[config.mk]
export PLATFORM = sky130hd
export DESIGN_NAME = melody_sequencer
export DESIGN_NICKNAME = d
export VERILOG_FILES = /design/src/rtl/melody_sequencer.sv
export SDC_FILE = /design/constraint.sdc
export NUM_CORES = 1
export LEC_CHECK = 0
export BUFFER_PORTS_ARGS = -buffer_cell sky130_fd_sc_hd__buf_2
export CAP_MARGIN = 20
export CORE_MARGIN = 5
export CORE_UTILIZATION = 55
export CTS_CLUSTER_DIAMETER = 40
export CTS_CLUSTER_SIZE = 16
export DETAILED_ROUTE_END_ITERATION = 16
export HOLD_SLACK_MARGIN = 0.08
export MAX_ROUTING_LAYER = met4
export PLACE_DENSITY = 0.75
export SYNTH_ARGS = -nofsm -noshare
export SYNTH_HDL_FRONTEND = slang
export SYNTH_SLANG_ARGS = --single-unit
[constraint.sdc]
create_clock -name clk -period 5.1 [get_ports clk]
set_clock_uncertainty 0.1 [all_clocks]
set_input_delay 0.765 -clock clk [delete_from_list [all_inputs] [get_ports clk]]
set_output_delay 0.765 -clock clk [all_outputs]
set_load 0.01 [all_outputs]
[src/rtl/melody_sequencer.sv]
// Steps through note entries in a synchronous song ROM and drives the buzzer tone
// generator, timing each note in beats and following it with a silent gap.
module melody_sequencer #(
    parameter int BEAT_CYCLES = 25_000_000,
    parameter int GAP_CYCLES  = 2_000_000,
    parameter int ADDR_W      = 8
) (
    input  logic              clk,
    input  logic              rst_n,
    input  logic              start,
    input  logic              stop,
    input  logic              pause,
    input  logic              loop,
    input  logic [ADDR_W-1:0] song_base,
    output logic [ADDR_W-1:0] mem_addr,
    input  logic [9:0]        mem_data,
    output logic [1:0]        shift,
    output logic [2:0]        note,
    output logic              en,
    output logic              busy,
    output logic              done,
    output logic [ADDR_W-1:0] note_idx
);

    localparam int CW = $clog2(BEAT_CYCLES + 1);
    localparam int GW = $clog2(GAP_CYCLES + 1);
    localparam logic [CW-1:0] BEAT_LAST = CW'(BEAT_CYCLES - 1);
    localparam logic [GW-1:0] GAP_LAST  = GW'(GAP_CYCLES - 1);

    typedef enum logic [2:0] {IDLE, FETCH, LOAD, PLAY, GAP} state_t;

    state_t            state, state_d;
    logic [ADDR_W-1:0] base;
    logic              rest;
    logic [3:0]        dur;
    logic [3:0]        beat_cnt;
    logic [CW-1:0]     cyc_cnt;
    logic [GW-1:0]     gap_cnt;

    logic take_start, addr_base, addr_inc, ld_entry;
    logic play_end, gap_end;

    assign play_end = (cyc_cnt == BEAT_LAST) && (beat_cnt == dur - 4'd1);
    assign gap_end  = (gap_cnt == GAP_LAST);
    assign busy     = (state != IDLE);
    assign note_idx = mem_addr - base;
    // en follows the current state only; stop takes effect at the next edge
    assign en       = (state == PLAY) && !rest && !pause;

    always_comb begin
        state_d    = state;
        done       = 1'b0;
        take_start = 1'b0;
        addr_base  = 1'b0;
        addr_inc   = 1'b0;
        ld_entry   = 1'b0;
        if (stop) begin
            state_d = IDLE;
        end else begin
            case (state)
                IDLE: if (start) begin
                    take_start = 1'b1;
                    state_d    = FETCH;
                end
                FETCH: state_d = LOAD;
                LOAD: begin
                    if (mem_data[3:0] == 4'd0) begin
                        if (loop) begin
                            addr_base = 1'b1;
                            state_d   = FETCH;
                        end else begin
                            done    = 1'b1;
                            state_d = IDLE;
                        end
                    end else begin
                        ld_entry = 1'b1;
                        state_d  = PLAY;
                    end
                end
                PLAY: if (!pause && play_end) state_d = GAP;
                GAP: if (!pause && gap_end) begin
                    // last ROM address ends the song rather than wrapping to 0
                    if (&mem_addr) begin
                        if (loop) begin
                            addr_base = 1'b1;
                            state_d   = FETCH;
                        end else begin
                            done    = 1'b1;
                            state_d = IDLE;
                        end
                    end else begin
                        addr_inc = 1'b1;
                        state_d  = FETCH;
                    end
                end
                default: state_d = IDLE;
            endcase
        end
    end

    always_ff @(posedge clk or negedge rst_n) begin
        if (!rst_n) begin
            state    <= IDLE;
            base     <= '0;
            mem_addr <= '0;
            shift    <= '0;
            note     <= '0;
            rest     <= 1'b0;
            dur      <= '0;
            beat_cnt <= '0;
            cyc_cnt  <= '0;
            gap_cnt  <= '0;
        end else begin
            state <= state_d;
            if (take_start) begin
                base     <= song_base;
                mem_addr <= song_base;
            end
            if (addr_base) mem_addr <= base;
            if (addr_inc)  mem_addr <= mem_addr + ADDR_W'(1);
            if (ld_entry) begin
                shift    <= mem_data[9:8];
                note     <= mem_data[7:5];
                rest     <= mem_data[4];
                dur      <= mem_data[3:0];
                beat_cnt <= '0;
                cyc_cnt  <= '0;
                gap_cnt  <= '0;
            end
            if (state == PLAY && !pause) begin
                if (cyc_cnt == BEAT_LAST) begin
                    cyc_cnt  <= '0;
                    beat_cnt <= beat_cnt + 4'd1;
                end else begin
                    cyc_cnt <= cyc_cnt + CW'(1);
                end
            end
            if (state == GAP && !pause) gap_cnt <= gap_cnt + GW'(1);
        end
    end

endmodule

==> summary.txt <==
status: finished, final reports clean
Fmax: 284 MHz
most common cell after layout, fill and taps aside: nand2_1
vias: 3920
fill count: 696
final hold vios: 0
Post-synth EDFFs: 0
routability cong.: 0.832
Rows: 33
cell area after layout: 5150 um^2
Synth Area per Inst: 8.91 um^2
final period utilization: 69.0%
Post-synth top flop: dfrtp_1
Ports: 48
Multi-input gate area: 2450 um^2
min cycle time layout: 3.52 ns
Max-Cap Viols: 0
area of the core: 8180 um^2
PD cells: 356 nW/um^2
total negative setup slack: 0 ns
wire per inst: 15.3 um
largest area contributor in the netlist: dfrtp_1
Root Driver: clkbuf_8
hold_ws: 0.255 ns
asr flop ratio synth: 100%
max-slew violation count: 0
CTS Buffer Depth: 2
worst path required time: 4.24 ns
VDD IR max: 0.202 mV
Hold Crit Class: input port to asynchronous set/reset pin
r2r startpoint: state[1]
Worst-path clk slew: 0.09 ns
critical path cell sequence: ha_1, nand3_1, nor3_2, nand4b_1, a2111oi_0, buf_2
Yosys Warn Count: 0
critical path buffer and inverter count: 1
Iteration-0 DRC Markers: 213
final std cells w/o fill: 669
Num CTS Buffers: 9
antenna viol nets, final: 0
register area: 1980 um^2
startpoint types: register
initial antenna violation count: 0
critical path launch point: mem_addr[1]
ANT cells: 0
slew margin rel.: 34.9%
post-CTS setup buffers: 0
post-cts gate resize count: 0
Sink Count: 79
mapped cell area: 4590 um^2
total global-route track usage: 21.9%
Post-Syn Nets: 552
Max H-tree Level: 3
post-synthesis cell count: 515
Die X: 101 um
layout cells sized above 1: 15.4%
placed instance count: 653
Slowest Stage Delay on Critical Path: 0.64 ns
final WL: 10200 um
Worst Tran Pin Value: 0.967 ns
Util after Layout: 63.0%
CP Capture Type: output pin
Area Growth Syn to Fin: 12.4%
Seq cells post-synth: 79
Slowest-stage cell, CP: a2111oi_0
gr ovfl total: 0
DRC viols: 0
CP Max Fanout: 6
largest net degree at the start of global routing: 80
CTS Hold Buffers Added: 0
Yosys top cell area share: 43.1%
Worst path top cell family by delay: simple AND/OR/NAND/NOR gates
Die Y: 101 um
unrepaired setup endpoints after global routing: false
Arrival @ worst endpoint: 2.66 ns
vias per cell: 5.86
Final setup viols: 0
nets@finish: 597
DRT Pass-1 Iters: 5
Leakage: 0.00233 uW
Die Area: 10300 um^2
CTS tree: yes
Clk Latency, worst-skew pair: 0.36 ns
Yosys cell types: 59
Area after DPL: 4890 um^2
global-route wire length before repair: 17500 um
vias in the first global route: 3755
Synth area leaders: dfrtp_1, nand2_1, xnor2_1, o21ai_0, nand3_1
register area share after synthesis: 43.1%
hpwl dp: 7410 um
most frequent cells in the layout: nand2_1, dfrtp_1, buf_2, nor2_1, o21ai_0
Initial Utilization: 56.1%
I/O Buffers: 47
kind of critical path: register to output pin
==> layout make-up <==
cell class              count  area share (%)
well taps                 105            2.55
clock inverters             5            2.06
multi-input cells         399            47.6
clock buffers              10            2.67
inverters                  22            1.60
repair buffers             49            5.15
flip-flops and latches     79            38.4
==> worst register-to-register path, delay by kind of cell (launching register included) <==
kind | cells | cell delay (ns)
and+or+nand+nor | 3 | 1.54
DFF | 1 | 0.59
AOI/OAI and AO/OA | 2 | 0.46
==> cells by family (layout without fill, tap and decap cells) <==
group                    Yosys count  after routing  synth area share, %
AO/OA/AOI/OAI                    105            105                 14.0
XOR/XNOR                          29             29                 5.54
adder cells (fa/ha/maj)           13             13                 3.71
buffers and inverters             37             86                 3.41
flip-flops                        79             79                 43.1
multiplexers                      12             12                 2.70
AND/OR/NAND/NOR                  240            240                 27.5
==> state kept, by name, indices dropped and copies added, names as in the netlist <==
register / count
state: 3
gap_cnt: 21
shift: 2
note: 3
beat_cnt: 4
cyc_cnt: 25
mem_addr: 8
rest: 1
dur: 4
base: 8
==> power by group <==
group	total, uW	switching, uW	leakage, uW	internal [uW]
Combinational	503	271	0.00116	233
Clock	568	232	0.000119	337
Sequential	763	70.4	0.00105	693
==> stage by stage <==
stage | total power, uW | setup slack, ns
finish | 1830 | 1.58
global route | 1950 | 1.30
CTS | 1850 | 1.61
detailed placement | 1280 | 1.80
global placement | 1260 | 1.75
floorplan | 1100 | 2.26
==> worst paths after layout <==
kind | to | slack, ns | cells after the start
max reg2reg | cyc_cnt[8] | 2.30 | 5
min in group clk | note[0] | 0.38 | 2
min | gap_cnt[17] | 0.26 | 1
min reg2reg | note[0] | 0.38 | 2
max | done | 1.58 | 6
max in group asynchronous | cyc_cnt[1] | 4.04 | 2
==> layer usage <==
layer / up-vias / part of all wire (%) / GRT usage [%]
met5: - / 0 / -
li1: 1936 / - / -
met2: 98 / 49 / 34.8
met3: 12 / 5.3 / 4.06
met4: 0 / 1.5 / 7.77
met1: 1874 / 45 / 28.1
==> synth_stat cells (all sizes together), types with 5 or more instances <==
cell type / instances
nor2: 41
or3: 5
nor3: 12
nor2b: 6
nand3: 35
nand2: 87
a31oi: 12
xor2: 7
o21ai: 36
and3: 10
ha: 12
a22o: 7
xnor2: 22
nand4: 11
a21o: 5
inv: 22
mux2i: 9
nor4: 8
dfrtp: 79
buf: 7
a21oi: 26
clkbuf: 8
No activity file was read; power rests on OpenSTA's default activity.
